$ cat config.mk
export PLATFORM = sky130hd
export DESIGN_NAME = router_pkt_ctrl_flat
export DESIGN_NICKNAME = d
export VERILOG_FILES = /design/src/rtl/router_pkg.sv /design/src/rtl/router_pkt_ctrl_if.sv /design/src/rtl/router_timeout_ctr.sv /design/src/rtl/router_pkt_ctrl.sv /design/src/flat_wrapper.sv
export SDC_FILE = /design/constraint.sdc
export NUM_CORES = 1
export LEC_CHECK = 0
export CAP_MARGIN = 20
export CORE_UTILIZATION = 43
export DETAILED_ROUTE_END_ITERATION = 6
export GPL_TIMING_DRIVEN = 0
export HOLD_SLACK_MARGIN = 0.1
export PLACE_DENSITY_LB_ADDON = 0.08
export SYNTH_ARGS = -nofsm -noshare
export SYNTH_HDL_FRONTEND = slang
export SYNTH_SLANG_ARGS = --single-unit
$ cat constraint.sdc
create_clock -name clock -period 1.4 [get_ports clock]
set_clock_uncertainty 0.1 [all_clocks]
set_input_delay 0.28 -clock clock [delete_from_list [all_inputs] [get_ports clock]]
set_output_delay 0.28 -clock clock [all_outputs]
set_load 0.1 [all_outputs]
$ cat src/rtl/router_pkg.sv
// Shared types and constants for the 1x3 router packet controller.
package router_pkg;

    localparam int unsigned NUM_PORTS       = 3;
    localparam int unsigned ADDR_W          = 2;
    localparam int unsigned CNT_W           = 5;
    localparam int unsigned TIMEOUT_DEFAULT = 30;

    localparam logic [ADDR_W-1:0] ADDR_INVALID = 2'b11;

    typedef enum logic [2:0] {
        StDa,
        StLfd,
        StLd,
        StFfs,
        StLaf,
        StLp,
        StCpe,
        StWte
    } state_e;

    function automatic logic [NUM_PORTS-1:0] port_onehot(logic [ADDR_W-1:0] addr);
        logic [NUM_PORTS-1:0] oh;
        oh = '0;
        if (addr != ADDR_INVALID) oh[addr] = 1'b1;
        return oh;
    endfunction

endpackage

$ cat src/rtl/router_pkt_ctrl_if.sv
// Controller-side bundle: source handshake, datapath strobes and per-port FIFO signals.
interface router_pkt_ctrl_if;
    import router_pkg::*;

    logic                  pkt_valid;
    logic [ADDR_W-1:0]     data_in;
    logic                  parity_done;
    logic                  low_pkt_valid;
    logic [NUM_PORTS-1:0]  fifo_full;
    logic [NUM_PORTS-1:0]  fifo_empty;
    logic [NUM_PORTS-1:0]  read_enb;

    logic                  detect_add;
    logic                  lfd_state;
    logic                  ld_state;
    logic                  full_state;
    logic                  laf_state;
    logic                  rst_int_reg;
    logic                  write_enb_reg;
    logic                  busy;
    logic [NUM_PORTS-1:0]  write_enb;
    logic [NUM_PORTS-1:0]  vld_out;
    logic [NUM_PORTS-1:0]  soft_reset;

    modport master (
        input  pkt_valid, data_in, parity_done, low_pkt_valid, fifo_full, fifo_empty, read_enb,
        output detect_add, lfd_state, ld_state, full_state, laf_state, rst_int_reg,
        output write_enb_reg, busy, write_enb, vld_out, soft_reset
    );

    modport slave (
        output pkt_valid, data_in, parity_done, low_pkt_valid, fifo_full, fifo_empty, read_enb,
        input  detect_add, lfd_state, ld_state, full_state, laf_state, rst_int_reg,
        input  write_enb_reg, busy, write_enb, vld_out, soft_reset
    );

endinterface

$ cat src/rtl/router_timeout_ctr.sv
// One output port's read-timeout counter with its registered one-cycle soft reset.
module router_timeout_ctr
    import router_pkg::*;
#(
    parameter int unsigned TIMEOUT = TIMEOUT_DEFAULT
) (
    input  logic clk_i,
    input  logic rst_i,
    input  logic vld_i,
    input  logic read_i,
    output logic soft_reset_o
);

    localparam logic [CNT_W-1:0] LastCnt = CNT_W'(TIMEOUT - 1);

    logic [CNT_W-1:0] cnt_q, cnt_d;
    logic             soft_reset_q, soft_reset_d;
    logic             unread;

    always_comb begin
        unread       = vld_i & ~read_i;
        soft_reset_d = unread && (cnt_q == LastCnt);
        // Restart after firing so a still-stalled port fires again TIMEOUT cycles later.
        cnt_d        = (unread && !soft_reset_d) ? cnt_q + CNT_W'(1) : '0;
    end

    always_ff @(posedge clk_i) begin
        if (rst_i) begin
            cnt_q        <= '0;
            soft_reset_q <= 1'b0;
        end else begin
            cnt_q        <= cnt_d;
            soft_reset_q <= soft_reset_d;
        end
    end

    assign soft_reset_o = soft_reset_q;

endmodule

$ cat src/rtl/router_pkt_ctrl.sv
// Packet-sequencing FSM for the 1x3 router: header decode, datapath phases, FIFO write
// enables and per-port read-timeout soft resets.
module router_pkt_ctrl
    import router_pkg::*;
#(
    parameter int unsigned TIMEOUT = TIMEOUT_DEFAULT
) (
    input  logic               clock,
    input  logic               reset,
    router_pkt_ctrl_if.master  bus
);

    state_e              state_q, state_d;
    logic [ADDR_W-1:0]   addr_q, addr_d;
    logic                addr_ok;
    logic                full_sel;
    logic [NUM_PORTS-1:0] soft_reset;
    logic [NUM_PORTS-1:0] vld_out;

    assign vld_out = ~bus.fifo_empty;

    always_comb begin
        addr_ok  = bus.pkt_valid && (bus.data_in != ADDR_INVALID);
        full_sel = bus.fifo_full[addr_q];
        addr_d   = addr_q;
        state_d  = state_q;

        if (state_q == StDa && addr_ok) addr_d = bus.data_in;

        unique case (state_q)
            StDa: begin
                if (addr_ok) state_d = bus.fifo_empty[bus.data_in] ? StLfd : StWte;
            end
            StWte: if (bus.fifo_empty[addr_q]) state_d = StLfd;
            StLfd: state_d = StLd;
            StLd: begin
                if (full_sel)            state_d = StFfs;
                else if (!bus.pkt_valid) state_d = StLp;
            end
            StFfs: if (!full_sel) state_d = StLaf;
            StLaf: begin
                if (bus.parity_done)        state_d = StDa;
                else if (bus.low_pkt_valid) state_d = StLp;
                else                        state_d = StLd;
            end
            StLp:  state_d = StCpe;
            StCpe: state_d = full_sel ? StFfs : StDa;
            default: state_d = StDa;
        endcase

        // Only a flush of the port currently being written abandons the packet.
        if (state_q != StDa && soft_reset[addr_q]) state_d = StDa;
    end

    always_ff @(posedge clock) begin
        if (reset) begin
            state_q <= StDa;
            addr_q  <= '0;
        end else begin
            state_q <= state_d;
            addr_q  <= addr_d;
        end
    end

    for (genvar i = 0; i < NUM_PORTS; i++) begin : g_port
        router_timeout_ctr #(
            .TIMEOUT (TIMEOUT)
        ) u_ctr (
            .clk_i        (clock),
            .rst_i        (reset),
            .vld_i        (vld_out[i]),
            .read_i       (bus.read_enb[i]),
            .soft_reset_o (soft_reset[i])
        );
    end

    assign bus.detect_add    = (state_q == StDa);
    assign bus.lfd_state     = (state_q == StLfd);
    assign bus.ld_state      = (state_q == StLd);
    assign bus.full_state    = (state_q == StFfs);
    assign bus.laf_state     = (state_q == StLaf);
    assign bus.rst_int_reg   = (state_q == StCpe);
    assign bus.write_enb_reg = (state_q == StLd) || (state_q == StLaf) || (state_q == StLp);
    assign bus.busy          = (state_q != StDa) && (state_q != StLd);
    assign bus.write_enb     = bus.write_enb_reg ? port_onehot(addr_q) : '0;
    assign bus.vld_out       = vld_out;
    assign bus.soft_reset    = soft_reset;

endmodule

$ cat src/flat_wrapper.sv
// flat-port wrapper written by rule: the top's interface ports become plain ports
module router_pkt_ctrl_flat import router_pkg::*;
#(
    parameter int unsigned TIMEOUT = TIMEOUT_DEFAULT
)
  (clock, reset, bus_pkt_valid, bus_data_in, bus_parity_done, bus_low_pkt_valid, bus_fifo_full, bus_fifo_empty, bus_read_enb, bus_detect_add, bus_lfd_state, bus_ld_state, bus_full_state, bus_laf_state, bus_rst_int_reg, bus_write_enb_reg, bus_busy, bus_write_enb, bus_vld_out, bus_soft_reset);
  router_pkt_ctrl_if bus_i ();
  input  logic clock;
  input  logic reset;
  input wire logic [$bits(bus_i.pkt_valid)-1:0] bus_pkt_valid;
  input wire logic [$bits(bus_i.data_in)-1:0] bus_data_in;
  input wire logic [$bits(bus_i.parity_done)-1:0] bus_parity_done;
  input wire logic [$bits(bus_i.low_pkt_valid)-1:0] bus_low_pkt_valid;
  input wire logic [$bits(bus_i.fifo_full)-1:0] bus_fifo_full;
  input wire logic [$bits(bus_i.fifo_empty)-1:0] bus_fifo_empty;
  input wire logic [$bits(bus_i.read_enb)-1:0] bus_read_enb;
  output wire logic [$bits(bus_i.detect_add)-1:0] bus_detect_add;
  output wire logic [$bits(bus_i.lfd_state)-1:0] bus_lfd_state;
  output wire logic [$bits(bus_i.ld_state)-1:0] bus_ld_state;
  output wire logic [$bits(bus_i.full_state)-1:0] bus_full_state;
  output wire logic [$bits(bus_i.laf_state)-1:0] bus_laf_state;
  output wire logic [$bits(bus_i.rst_int_reg)-1:0] bus_rst_int_reg;
  output wire logic [$bits(bus_i.write_enb_reg)-1:0] bus_write_enb_reg;
  output wire logic [$bits(bus_i.busy)-1:0] bus_busy;
  output wire logic [$bits(bus_i.write_enb)-1:0] bus_write_enb;
  output wire logic [$bits(bus_i.vld_out)-1:0] bus_vld_out;
  output wire logic [$bits(bus_i.soft_reset)-1:0] bus_soft_reset;
  assign bus_i.pkt_valid = bus_pkt_valid;
  assign bus_i.data_in = bus_data_in;
  assign bus_i.parity_done = bus_parity_done;
  assign bus_i.low_pkt_valid = bus_low_pkt_valid;
  assign bus_i.fifo_full = bus_fifo_full;
  assign bus_i.fifo_empty = bus_fifo_empty;
  assign bus_i.read_enb = bus_read_enb;
  assign bus_detect_add = bus_i.detect_add;
  assign bus_lfd_state = bus_i.lfd_state;
  assign bus_ld_state = bus_i.ld_state;
  assign bus_full_state = bus_i.full_state;
  assign bus_laf_state = bus_i.laf_state;
  assign bus_rst_int_reg = bus_i.rst_int_reg;
  assign bus_write_enb_reg = bus_i.write_enb_reg;
  assign bus_busy = bus_i.busy;
  assign bus_write_enb = bus_i.write_enb;
  assign bus_vld_out = bus_i.vld_out;
  assign bus_soft_reset = bus_i.soft_reset;
  router_pkt_ctrl #(.TIMEOUT(TIMEOUT)) u_core (.clock(clock), .reset(reset), .bus(bus_i));
endmodule
-- Word-level counts from Yosys, hierarchy flattened
Cells that the tools add are included.
- equal/unequal tests: 17
- bitwise gates (word level): 10
- reductions and logical operators: 23
- multiplexer cells: 22
- $lt $le $gt $ge: 3
- add/sub/neg operators: 3
- operators with widths (operator ; count):
    3-bit two-way mux ; 10
    3-bit one-hot mux with 8 select lines ; 1
    5-bit by 1-bit adder with 5-bit output (second input constant) ; 3
    5-bit equality test (second input constant) ; 3
    3-bit equality test (second input constant) ; 4
    1-bit logical AND ; 11
    1-bit binary-select mux with 2-bit select ; 4
    2-bit OR reduction ; 4
    3-bit by 2-bit equality test with 1-bit output (second input constant) ; 2
    2-bit by 3-bit < comparator with 1-bit output (second input constant) ; 2
    2-bit != test (second input constant) ; 3
    3-bit by 2-bit != test with 1-bit output (second input constant) ; 2
    1-bit inverter ; 6
    1-bit two-way mux ; 5
    2-bit by 1-bit != test with 1-bit output (second input constant) ; 2
    4-bit AND reduction ; 1
    1-bit AND ; 3
    3-bit by 1-bit equality test with 1-bit output (second input constant) ; 1
    1-bit logical NOT ; 3
    3-bit logical NOT ; 1
    3-bit inverter ; 1
    3-bit nonzero test ; 1
    1-bit demux with 2-bit select ; 1
    2-bit by 1-bit >= comparator with 1-bit output (second input constant) ; 1
    other kinds (2) ; 3
- bits in registers: 23
- input bits: 16
- output and inout port bits: 17
- logic and storage cells: 86

-- Depth between registers and ports, before layout
Gate-level depths: netlist of run 1.
- word-level depth: 7
- mapped depth: 7
- mapped depth without buffers: 6

-- Modules after synthesis
A second synthesis of run 1 with hierarchy kept.
- cell total of the unflattened synthesis: 153
- area total of the unflattened synthesis: 1288.7 µm²
- modules (own cells, without submodules) (module ; cells each ; times used ; area an instance (µm²)):
    router_timeout_ctr ; 23 ; 3 ; 235.2
    router_pkt_ctrl ; 84 ; 1 ; 583.1

-- Worst setup path before layout of run 1
No wires, ideal clock.
- kind: reg-to-output
- start: register u_core.state_q[0]
- end: output bus_write_enb[0]
- setup slack: -3.222 ns
- data arrival time: 4.242 ns
- buffers on the path: 1
- cell stages (with the launch flop): 6
- path through: dfxtp_1 > buf_6 > nand2b_1 > nor2_1 > nor2_1 > nor3_1
- cells in the longest elaborated chain, start to end: 4
- elaborated cells between the ends (all ways): 6
- classes of those cells: eq/ne (3); mux (1); reduce/logical (2)
- RTL lines (what ; line ; text):
    from (decl) ; router_pkt_ctrl.sv:13 ; state_e state_q, state_d;
    from (signal assigned) ; router_pkt_ctrl.sv:57 ; state_q <= StDa;
    from (signal assigned) ; router_pkt_ctrl.sv:60 ; state_q <= state_d;
    3-bit by 2-bit equality test with 1-bit output ; - ;
    net bus_ld_state ; flat_wrapper.sv:19 ; output wire logic [$bits(bus_i.ld_state)-1:0] bus_ld_state;
    1-bit logical OR (2 in a row) ; router_pkt_ctrl.sv:83 ; assign bus.write_enb_reg = (state_q == StLd) || (state_q == StLaf) || (state_q == StLp);
    3-bit two-way mux ; router_pkt_ctrl.sv:85 ; assign bus.write_enb = bus.write_enb_reg ? port_onehot(addr_q) : '0;
    to (decl) ; flat_wrapper.sv:25 ; output wire logic [$bits(bus_i.write_enb)-1:0] bus_write_enb;
The timed path passes the listed nets, and every way through them passes these cells.

-- Final worst setup path of run 1
- start: register u_core.state_q[2]
- end: output bus_write_enb[2]
- cells in the longest elaborated chain, start to end: 4
- elaborated cells between the ends (all ways): 6
- classes of those cells: eq/ne (3); mux (1); reduce/logical (2)
- RTL lines (what ; line):
    3-bit by 2-bit equality test with 1-bit output or 3-bit equality test (tied branches) ; router_pkt_ctrl.sv:83
    1-bit logical OR ; router_pkt_ctrl.sv:83
    1-bit logical OR * ; router_pkt_ctrl.sv:83
    3-bit two-way mux * ; router_pkt_ctrl.sv:85
Mark *: on every way between the ends. The rest lies on a longest branch, timed or not.

==> flow_metrics.env, run 1 <==
export IMPL_power_clock_fraction=0.083
export IMPL_core_area_um2=2730
export IMPL_vias_per_cell=5.00
export IMPL_switching_share=0.455
export IMPL_grt_busiest_layer="met2"
export IMPL_grtUsageMet3=0.0302
export IMPL_power_sequential_fraction=0.208
export IMPL_worst_slew_margin_rel=0.749
export IMPL_postSynthAreaPerCell_um2=8.39
export IMPL_use_met1=0.208
export IMPL_post_route_cells_drive_above_1_share=0.384
export IMPL_detailed_place_hpwl_mm=1.99
export IMPL_syn_nets=170
export IMPL_worstHoldPathCells=3
export IMPL_synth_cell_types=35
export IMPL_layout_core_utilization=0.764
export IMPL_synth_cells=148
export IMPL_pin_count=33
export IMPL_intPower_w=0.00191
export IMPL_drtPass1Iterations=4
export IMPL_critical_path_endpoint_type="primary output"
export IMPL_cts_sink_count=23
export IMPL_routed_via_count=1170
export IMPL_critical_path_arrival_ns=1.60
export IMPL_min_period_ns=1.98
export IMPL_r2r_start="u_core.state_q[1]"
export IMPL_cts_buffer_depth=2
export IMPL_antenna_found_initial=0
export IMPL_static_leakage_nw=0.845
export IMPL_pwr_cell_area_nw_per_um2=1680
export IMPL_initial_utilization=0.454
export IMPL_grt_ovfl_total=0
export IMPL_vias_in_the_first_global_route=1137
export IMPL_placedCellCount=211
export IMPL_critical_path_startpoint_type="register"
export IMPL_drv_cap=0
export IMPL_synthToLayoutAreaGrowth_pct=68.3
export IMPL_cts_root_buffer_cell="clkbuf_4"
export IMPL_netlist_area_um2=1240
export IMPL_library_cell_with_the_highest_instance_count_after_synthesis="nor2_1"
export IMPL_die_height_um=55.7
export IMPL_post_synth_most_frequent_cells="nor2_1, dfxtp_1, inv_1"
export IMPL_min_path_type="input pin to register"
export IMPL_max_clock_freq_mhz=504
export IMPL_synth_edff_count=0
export IMPL_postSynth_topFlopCell="dfxtp_1"
export IMPL_timing_worst_slew_pin_value_ns=0.374
export IMPL_final_nets=226
export IMPL_final_worst_path_setup_slack_ns=-0.583
export IMPL_fp_dieArea_um2=3110
export IMPL_setup_viol=16
export IMPL_wl_per_cell_um=13.2
export IMPL_cts_tree="yes"
export IMPL_worstSkewPairLatency_ns=0.31
export IMPL_synth_top_cell_by_area="dfxtp_1"
export IMPL_htree_levels=1
export IMPL_post_synth_main_area_contributors="dfxtp_1, nor2_1, ha_1, buf_4, xor2_1"
export IMPL_tritoncts_num_buffers=3
export IMPL_hold_path_startpoint="bus_fifo_empty[0]"
export IMPL_port_buffers=32
export IMPL_hold_viol_final=0
export IMPL_depth_of_the_worst_register_to_register_path=8
export IMPL_irDropWorstVdd_mv=2.28
export IMPL_fp_row_count=19
export IMPL_final_cell_count_no_fill=234
export IMPL_failed_checks="setup timing"
export IMPL_gpl_final_weighted_congestion=0.760
export IMPL_ff2ff_setup_slack_ns=-0.44
export IMPL_first_iter_violations=22
export IMPL_cts_hold_fix_buffers=0
export IMPL_synth_seq_cells=23
export IMPL_antenna_diode_count=0
export IMPL_first_pass_grt_wire_length_mm=4.86
export IMPL_ys_warnings_count=0
export IMPL_criticalPathCategory="register to primary output"
export IMPL_combinational_fraction_of_design_power=0.708
export IMPL_cp_required_ns=1.02
export IMPL_yosys_area_top_type_share=0.371
export IMPL_status="finished, violations left"
export IMPL_netSwitchingPower_w=0.00160
export IMPL_global_route_usage_met2=0.379
export IMPL_critical_path_peak_fanout=6
export IMPL_timing_rr_end="u_core.state_q[2]"
export IMPL_pin_count_of_the_biggest_net_entering_global_routing=14
export IMPL_post_route_drc_count=0
export IMPL_slew_viol_final=0
export IMPL_wl_mm=3.09
export IMPL_grt_use_total=0.201
export IMPL_drt_antenna_violating_nets=0
export IMPL_post_cts_clock_slew_at_the_launch_and_capture_registers_of_the_worst_setup_and_hold_paths_ns=0.12
export IMPL_yosysSeqAreaShare=0.371
export IMPL_die_width_um=55.7
export IMPL_totalNegativeSetupSlack_ns=-6.72
export IMPL_timing_hold_worst_endpoint="u_core.g_port[0].u_ctr.soft_reset_o"
export IMPL_synth_async_sr_flop_share=0
export IMPL_rsz0062_at_grt="yes"
export IMPL_finalCritPeriodShare=1.42
## worst max-delay path by stage
| stage | start | endpoint | slack, ns | depth (start not counted) |
|---|---|---|---|---|
| 2_1_floorplan | u_core.state_q[0] | bus_write_enb[2] | -1.05 | 6 |
| 3_3_place_gp | u_core.state_q[2] | bus_write_enb[2] | -1.44 | 6 |
| 3_5_place_dp | u_core.state_q[2] | bus_write_enb[2] | -1.51 | 6 |
| 4_1_cts | u_core.state_q[0] | bus_write_enb[0] | -0.57 | 7 |
| 5_1_grt | u_core.state_q[2] | bus_write_enb[2] | -0.64 | 6 |
| 6_report | u_core.state_q[2] | bus_write_enb[2] | -0.58 | 6 |
## layer usage
layer / share of wire / routed length, um / vias up
li1: - / - / 596
met1: 0.38 / 1170 / 541
met2: 0.57 / 1760 / 27
met3: 0.032 / 99 / 6
met4: 0.020 / 63 / 0
met5: 0 / 0 / -
## cell type report
cell class,count,area [um^2]
Buffer,10,92.6
Clock buffer,3,22.5
Clock inverter,1,5.00
Fill cell,164,644
Inverter,11,57.6
Multi-Input combinational cell,103,761
Sequential cell,23,467
Tap cell,31,38.8
Timing Repair Buffer,52,646
## cell usage in the layout, fill, tap and decap left out, types with 2 or more instances in the layout
| cell type | netlist | final |
|---|---|---|
| ha_1 | 6 | 6 |
| o21ai_0 | 4 | 4 |
| nand3b_1 | 2 | 2 |
| o211ai_1 | 2 | 2 |
| clkbuf_4 | 0 | 3 |
| nor2b_1 | 5 | 4 |
| nand3_1 | 7 | 7 |
| nor2_1 | 25 | 22 |
| a21oi_1 | 3 | 3 |
| nand2_1 | 8 | 8 |
| nor3_1 | 7 | 4 |
| xor2_1 | 6 | 6 |
| mux2i_1 | 5 | 5 |
| buf_8 | 0 | 4 |
| dlygate4sd2_1 | 0 | 3 |
| xnor2_1 | 3 | 3 |
| inv_1 | 10 | 8 |
| dfxtp_2 | 0 | 5 |
| buf_6 | 1 | 13 |
| nand4_1 | 3 | 3 |
| buf_12 | 0 | 13 |
| buf_4 | 7 | 16 |
| dfxtp_1 | 23 | 18 |
| nor3_4 | 0 | 3 |
| nor2_4 | 0 | 2 |
| clkdlybuf4s50_1 | 0 | 12 |
## worst max-delay path, cell delays in order, from the launching register on
cell and delay, ns:
dfxtp_2 0.35, buf_8 0.13, nor2b_4 0.13, nor2_4 0.19, clkinvlp_4 0.14, and3_4 0.19
buf_12 0.16
## registers in the layout, indices dropped and copies added (netlist names)
signal                            count
u_core.state_q                        3
u_core.addr_q                         2
u_core.g_port.u_ctr.cnt_q            15
u_core.g_port.u_ctr.soft_reset_o      3
## per-stage QoR
stage	hold slack, ns	area [um^2]	total power (W)	setup slack, ns
6_report	0.354	2090	0.00351	-0.583
5_1_grt	0.364	2090	0.00365	-0.635
4_1_cts	0.352	1980	0.00324	-0.573
3_5_place_dp	0.357	1680	0.00239	-1.51
3_3_place_gp	0.346	1680	0.00238	-1.44
2_1_floorplan	0.252	1320	0.00208	-1.05
## logic make-up (layout without fill, tap and decap cells)
group	count (synthesis)	after routing	synth area share
AND/OR/NAND/NOR	66	66	0.269
AO/OA/AOI/OAI	17	17	0.0988
multiplexers	5	5	0.0403
XOR/XNOR	9	9	0.0635
buffers and inverters	22	77	0.0968
flip-flops	23	23	0.371
adder cells (fa/ha/maj)	6	6	0.0605
## power by group through the flow
stage                     Sequential (W)  Clock (W)  Combinational, W
after floorplan                 0.000726          0           0.00135
after global placement          0.000727          0           0.00165
after detailed placement        0.000730          0           0.00166
after CTS                       0.000721   0.000306           0.00221
after global routing            0.000736   0.000341           0.00257
final                           0.000731   0.000291           0.00248
## timing repair
action	CTS	global route
pin swaps	9	9
setup buffers	13	8
endpoints found under the setup margin	22	20
gates resized for setup	162	17
Note: power is estimated with default switching activity, not from simulation.
==> inputs of run 2 (changes only) <==
--- a/config.mk
+++ b/config.mk
@@ -6,11 +6,13 @@
 export NUM_CORES = 1
 export LEC_CHECK = 0
 export CAP_MARGIN = 20
-export CORE_UTILIZATION = 43
+export CORE_UTILIZATION = 45
 export DETAILED_ROUTE_END_ITERATION = 6
+export DONT_BUFFER_PORTS = 1
 export GPL_TIMING_DRIVEN = 0
 export HOLD_SLACK_MARGIN = 0.1
 export PLACE_DENSITY_LB_ADDON = 0.08
+export SLEW_MARGIN = 10
 export SYNTH_ARGS = -nofsm -noshare
 export SYNTH_HDL_FRONTEND = slang
 export SYNTH_SLANG_ARGS = --single-unit
==> run 2 against run 1 <==
Net effect:
- sequential cell count did not move
- sequential power increased by 0.5%
- worst setup slack worse by 0.76 ns
- final area fell by 20%
- first-iteration DRC count fell by 23%
- non-clock buffer count fell by 32
- cell count is 14% lower
- core utilization fell by 11 points
- global-route usage is 1.1 points lower
- the run still ends with setup timing left
- combinational power fell by 30%
- via count fell by 11%
==> flow_metrics.env, run 2 (synthesis gave the netlist of run 1 again) <==
export IMPL_cp_required_ns=1.02
export IMPL_intPower_w=0.00132
export IMPL_irDropWorstVdd_mv=1.44
export IMPL_gpl_final_weighted_congestion=0.821
export IMPL_pin_count_of_the_biggest_net_entering_global_routing=14
export IMPL_power_sequential_fraction=0.264
export IMPL_vias_in_the_first_global_route=984
export IMPL_worstSkewPairLatency_ns=0.31
export IMPL_critical_path_max_stage_delay_ns=0.55
export IMPL_rsz0062_at_grt="yes"
export IMPL_depth_of_the_worst_register_to_register_path=7
export IMPL_critical_path_n_buffers_inverters=1
export IMPL_setup_viol=16
export IMPL_first_pass_grt_wire_length_mm=3.94
export IMPL_max_clock_freq_mhz=365
export IMPL_routed_via_count=1045
export IMPL_critical_path_arrival_ns=2.36
export IMPL_grt_use_total=0.190
export IMPL_htree_levels=1
export IMPL_core_area_um2=2540
export IMPL_tritoncts_num_buffers=3
export IMPL_vias_per_cell=5.20
export IMPL_static_leakage_nw=0.636
export IMPL_synthToLayoutAreaGrowth_pct=34.4
export IMPL_antenna_diode_count=0
export IMPL_status="finished, violations left"
export IMPL_post_route_cells_drive_above_1_share=0.298
export IMPL_worstHoldPathCells=3
export IMPL_cpMaxStageDelayCell="nor2_4"
export IMPL_cts_buffer_depth=2
export IMPL_grt_ovfl_total=0
export IMPL_final_nets=194
export IMPL_top_register="u_core.g_port.u_ctr.cnt_q"
export IMPL_first_iter_violations=17
export IMPL_cts_root_buffer_cell="clkbuf_4"
export IMPL_critical_path_peak_fanout=4
export IMPL_power_clock_fraction=0.109
export IMPL_drt_antenna_violating_nets=0
export IMPL_antenna_found_initial=0
export IMPL_post_route_drc_count=0
export IMPL_timing_worst_slew_pin_value_ns=1.03
export IMPL_final_worst_path_setup_slack_ns=-1.34
export IMPL_final_cell_count_no_fill=201
export IMPL_cts_tree="yes"
export IMPL_failed_checks="setup timing"
export IMPL_finalCritPeriodShare=1.96
export IMPL_worst_slew_margin_rel=0.311
export IMPL_combinational_fraction_of_design_power=0.627
export IMPL_fp_row_count=18
export IMPL_netSwitchingPower_w=0.00146
export IMPL_hold_viol_final=0
export IMPL_pin_count=33
export IMPL_largest_reg_flops=15
export IMPL_critical_path_cell_count=5
export IMPL_cts_sink_count=23
export IMPL_criticalPathCategory="register to primary output"
export IMPL_switching_share=0.526
export IMPL_die_width_um=54.5
export IMPL_min_period_ns=2.74
export IMPL_post_cts_clock_slew_at_the_launch_and_capture_registers_of_the_worst_setup_and_hold_paths_ns=0.12
export IMPL_critical_path_startpoint_type="register"
export IMPL_die_height_um=54.5
export IMPL_min_path_type="input pin to register"
export IMPL_drtPass1Iterations=4
export IMPL_wl_mm=2.59
export IMPL_wl_per_cell_um=12.9
export IMPL_totalPowerFinal_w=0.00278
export IMPL_path_common_cell="nor2_4"
export IMPL_slew_viol_final=0
export IMPL_drv_cap=0
export IMPL_critical_path_endpoint_type="primary output"
export IMPL_mostFrequentLayoutCells="nor2_1, dfxtp_1, dlygate4sd3_1"
export IMPL_port_buffers=0
export IMPL_crit_chain="nand2b_4, nor2_4, nor2_4, clkinvlp_4, and3_4"
export IMPL_detailed_place_hpwl_mm=1.74
export IMPL_leading_cell_type_in_the_layout_fill_and_taps_excluded="nor2_1"
export IMPL_pwr_cell_area_nw_per_um2=1670
export IMPL_initial_utilization=0.488
export IMPL_fp_dieArea_um2=2970
export IMPL_cp_top_family="simple AND/OR/NAND/NOR gates"
export IMPL_placedCellCount=178
[run 2: cell count changes in the layout (fill, tap and decap cells not counted), moves of 2 or more]
| cell | change |
|---|---|
| buf_12 | -13 |
| clkdlybuf4s50_1 | -12 |
| dlygate4sd3_1 | +11 |
| buf_6 | -8 |
| buf_4 | -6 |
| dfxtp_2 | -3 |
| dlygate4sd2_1 | -3 |
| dfxtp_1 | +2 |
| nor2_4 | +2 |
| nor3_1 | -2 |
| nor3_2 | +2 |
[run 2: final cells by class]
cell class | instances | area (um^2)
Timing Repair Buffer | 21 | 219
Tap cell | 30 | 37.5
Inverter | 11 | 61.3
Multi-Input combinational cell | 103 | 783
Clock buffer | 3 | 22.5
Clock inverter | 1 | 5.00
Sequential cell | 23 | 467
Buffer | 9 | 72.6
Fill cell | 223 | 877
[run 2: path summary, 6_finish.rpt]
kind,start,endpoint,slack (ns)
max,u_core.state_q[0],bus_write_enb[2],-1.34
max reg2reg,u_core.state_q[0],u_core.state_q[2],-0.36
min reg2reg,u_core.g_port[2].u_ctr.cnt_q[0],u_core.g_port[2].u_ctr.cnt_q[0],0.38
min,bus_pkt_valid,u_core.state_q[1],0.21
[run 2: worst min-delay path, cell delays in order]
cell and delay (ns):
a31oi_2 0.13, nor3b_2 0.07, a21boi_2 0.10
[run 2: power by group through the flow]
stage | registers (W) | logic (W) | clock network, W
after floorplan | 0.000726 | 0.00135 | 0
after global placement | 0.000727 | 0.00143 | 0
after detailed placement | 0.000728 | 0.00147 | 0
after CTS | 0.000723 | 0.00168 | 0.000317
after global routing | 0.000742 | 0.00182 | 0.000337
final | 0.000735 | 0.00174 | 0.000302
[run 2: repair_timing]
action / CTS / global route
setup buffers: 7 / 3
pin swaps: 7 / 6
hold buffers: 11 / 0
gates resized for setup: 19 / 10
endpoints found under the setup margin: 16 / 22
endpoints found under the hold margin: 8 / 0
[run 2: metrics by stage]
step	TNS [ns]	instance area (um^2)	hold slack [ns]	worst slack (ns)	utilization
6_report	-9.70	1670	0.207	-1.34	0.655
4_1_cts	-9.95	1620	0.205	-1.35	0.635
5_1_grt	-10.69	1670	0.222	-1.42	0.655
3_3_place_gp	-7.93	1360	0.255	-1.13	0.534
3_5_place_dp	-7.26	1370	0.255	-1.20	0.540
2_1_floorplan	-7.15	1320	0.252	-1.05	-
[run 2: layer usage]
metal,up-vias,share of wire,GRT usage
li1,530,-,-
met1,472,0.42,0.196
met2,33,0.51,0.362
met3,10,0.047,0.0361
met4,0,0.020,0.0897
met5,-,0,0
==> inputs of run 3 (changes only) <==
--- a/config.mk
+++ b/config.mk
@@ -7,10 +7,11 @@
 export LEC_CHECK = 0
 export CAP_MARGIN = 20
 export CORE_UTILIZATION = 45
+export CTS_CLUSTER_DIAMETER = 80
 export DETAILED_ROUTE_END_ITERATION = 6
 export DONT_BUFFER_PORTS = 1
 export GPL_TIMING_DRIVEN = 0
-export HOLD_SLACK_MARGIN = 0.1
+export HOLD_SLACK_MARGIN = 0.08
 export PLACE_DENSITY_LB_ADDON = 0.08
 export SLEW_MARGIN = 10
 export SYNTH_ARGS = -nofsm -noshare
==> run 3 against run 2 <==
Net effect:
- via count stayed put
- critical path depth stayed put
- count of clock-buffer cells in the layout stayed put
- highest routed layer unchanged
- combinational power hardly changed
- the flow still finishes with violations (setup timing)
- final area is 0.60% lower
- first-iteration DRC count is 5.9% higher
- sequential cell count stayed put
- power is 0.17% lower
- global-route usage stayed put
==> flow_metrics.env, run 3 (synthesis gave the netlist of run 1 again) <==
export IMPL_static_leakage_nw=0.632
export IMPL_hold_viol_final=0
export IMPL_final_worst_path_setup_slack_ns=-1.34
export IMPL_antenna_diode_count=0
export IMPL_timing_worst_slew_pin_value_ns=1.03
export IMPL_tritoncts_num_buffers=3
export IMPL_status="finished, violations left"
export IMPL_top_register="u_core.g_port.u_ctr.cnt_q"
export IMPL_routed_via_count=1045
export IMPL_vias_in_the_first_global_route=978
export IMPL_largest_reg_flops=15
export IMPL_dp_worst_setup_slack_ns=-1.20
export IMPL_wl_mm=2.59
export IMPL_worstSkewPairLatency_ns=0.31
export IMPL_critical_path_max_stage_delay_ns=0.55
export IMPL_crit_chain="nand2b_4, nor2_4, nor2_4, clkinvlp_4, and3_4"
export IMPL_pin_count=33
export IMPL_first_pass_grt_wire_length_mm=3.94
export IMPL_detailed_place_hpwl_mm=1.74
export IMPL_worst_slew_margin_rel=0.311
export IMPL_final_nets=193
export IMPL_post_cts_clock_slew_at_the_launch_and_capture_registers_of_the_worst_setup_and_hold_paths_ns=0.12
export IMPL_irDropWorstVdd_mv=1.44
export IMPL_critical_path_startpoint_type="register"
export IMPL_drv_cap=0
export IMPL_antenna_found_initial=0
export IMPL_cp_required_ns=1.02
export IMPL_finalCritPeriodShare=1.96
export IMPL_critical_path_endpoint_type="primary output"
export IMPL_criticalPathCategory="register to primary output"
export IMPL_rsz0062_at_grt="yes"
export IMPL_pwr_cell_area_nw_per_um2=1670
export IMPL_grt_use_total=0.190
export IMPL_layout_core_utilization=0.651
export IMPL_port_buffers=0
export IMPL_leading_cell_type_in_the_layout_fill_and_taps_excluded="nor2_1"
export IMPL_synthToLayoutAreaGrowth_pct=33.6
export IMPL_first_iter_violations=18
export IMPL_fp_row_count=18
export IMPL_pin_count_of_the_biggest_net_entering_global_routing=14
export IMPL_path_common_cell="nor2_4"
export IMPL_core_area_um2=2540
export IMPL_drt_antenna_violating_nets=0
export IMPL_initial_utilization=0.488
export IMPL_slew_viol_final=0
export IMPL_fp_dieArea_um2=2970
export IMPL_gpl_final_weighted_congestion=0.821
export IMPL_htree_levels=1
export IMPL_die_width_um=54.5
export IMPL_cts_sink_count=23
export IMPL_wl_per_cell_um=13.0
export IMPL_cts_root_buffer_cell="clkbuf_4"
export IMPL_totalPowerFinal_w=0.00278
export IMPL_post_route_cells_drive_above_1_share=0.300
export IMPL_critical_path_arrival_ns=2.36
export IMPL_final_area_um2=1660
export IMPL_cts_tree="yes"
export IMPL_grt_ovfl_total=0
export IMPL_failed_checks="setup timing"
export IMPL_min_path_type="input pin to register"
export IMPL_critical_path_peak_fanout=4
export IMPL_placement_cell_area_um2=1370
export IMPL_cts_buffer_depth=2
export IMPL_mostFrequentLayoutCells="nor2_1, dfxtp_1, buf_4, dlygate4sd3_1, inv_1"
export IMPL_vias_per_cell=5.23
export IMPL_drtPass1Iterations=4
export IMPL_post_route_drc_count=0
export IMPL_max_clock_freq_mhz=365
export IMPL_setup_viol=16
export IMPL_die_height_um=54.5
export IMPL_min_period_ns=2.74
export IMPL_cpMaxStageDelayCell="nor2_4"
-- run 3: cell count changes in the layout (fill, tap and decap cells not counted) --
cell,before,now
dlygate4sd3_1,11,10
-- run 3: report_power, final --
part / total, W / switching [W] / internal [W]
registers: 0.000735 / 0.0000301 / 0.000705
logic: 0.00174 / 0.00123 / 0.000504
clock network: 0.000302 / 0.000195 / 0.000107
-- run 3: worst paths after layout --
path                                                   endpoint                            start  cells past startpoint  slack, ns
worst max register to register                u_core.state_q[2]                u_core.state_q[0]                      7      -0.36
worst min register to register  u_core.g_port[2].u_ctr.cnt_q[0]  u_core.g_port[2].u_ctr.cnt_q[0]                      1       0.38
worst min-delay path                          u_core.state_q[0]                    bus_pkt_valid                      3       0.09
worst max-delay path                           bus_write_enb[2]                u_core.state_q[0]                      5      -1.34
-- run 3: cell type report --
| type | instances | area (um^2) |
|---|---|---|
| clock inverters | 1 | 5.00 |
| flip-flops and latches | 23 | 467 |
| multi-input cells | 103 | 783 |
| inverters | 11 | 61.3 |
| plain buffers | 9 | 72.6 |
| fillers | 224 | 887 |
| well taps | 30 | 37.5 |
| clock buffers | 3 | 22.5 |
| repair buffers | 20 | 209 |
-- run 3: metrics by stage --
step	cells	hold slack, ns	TNS, ns
floorplan	148	0.252	-7.15
global placement	178	0.255	-7.93
detailed placement	178	0.255	-7.26
CTS	198	0.0822	-9.95
global route	200	0.113	-10.68
finish	200	0.0906	-9.69
-- run 3: worst max-delay path, delay by kind of cell (launching register included) --
family                 cells  cell delay [ns]
AND/OR/NAND/NOR            4             1.28
flip-flops                 1             0.36
buffers and inverters      1             0.39
-- run 3: timing repair --
| action | 4_1_cts | 5_1_grt |
|---|---|---|
| setup endpoints to repair | 16 | 22 |
| hold buffers | 10 | 0 |
| gates resized for setup | 19 | 10 |
| setup buffers | 7 | 3 |
| endpoints found under the hold margin | 8 | 0 |
| pin swaps | 7 | 6 |
-- run 3: routing by layer --
layer | share of wire | GRT usage
met1 | 0.42 | 0.196
met2 | 0.52 | 0.362
met3 | 0.050 | 0.0361
met4 | 0.015 | 0.0897
met5 | 0 | 0
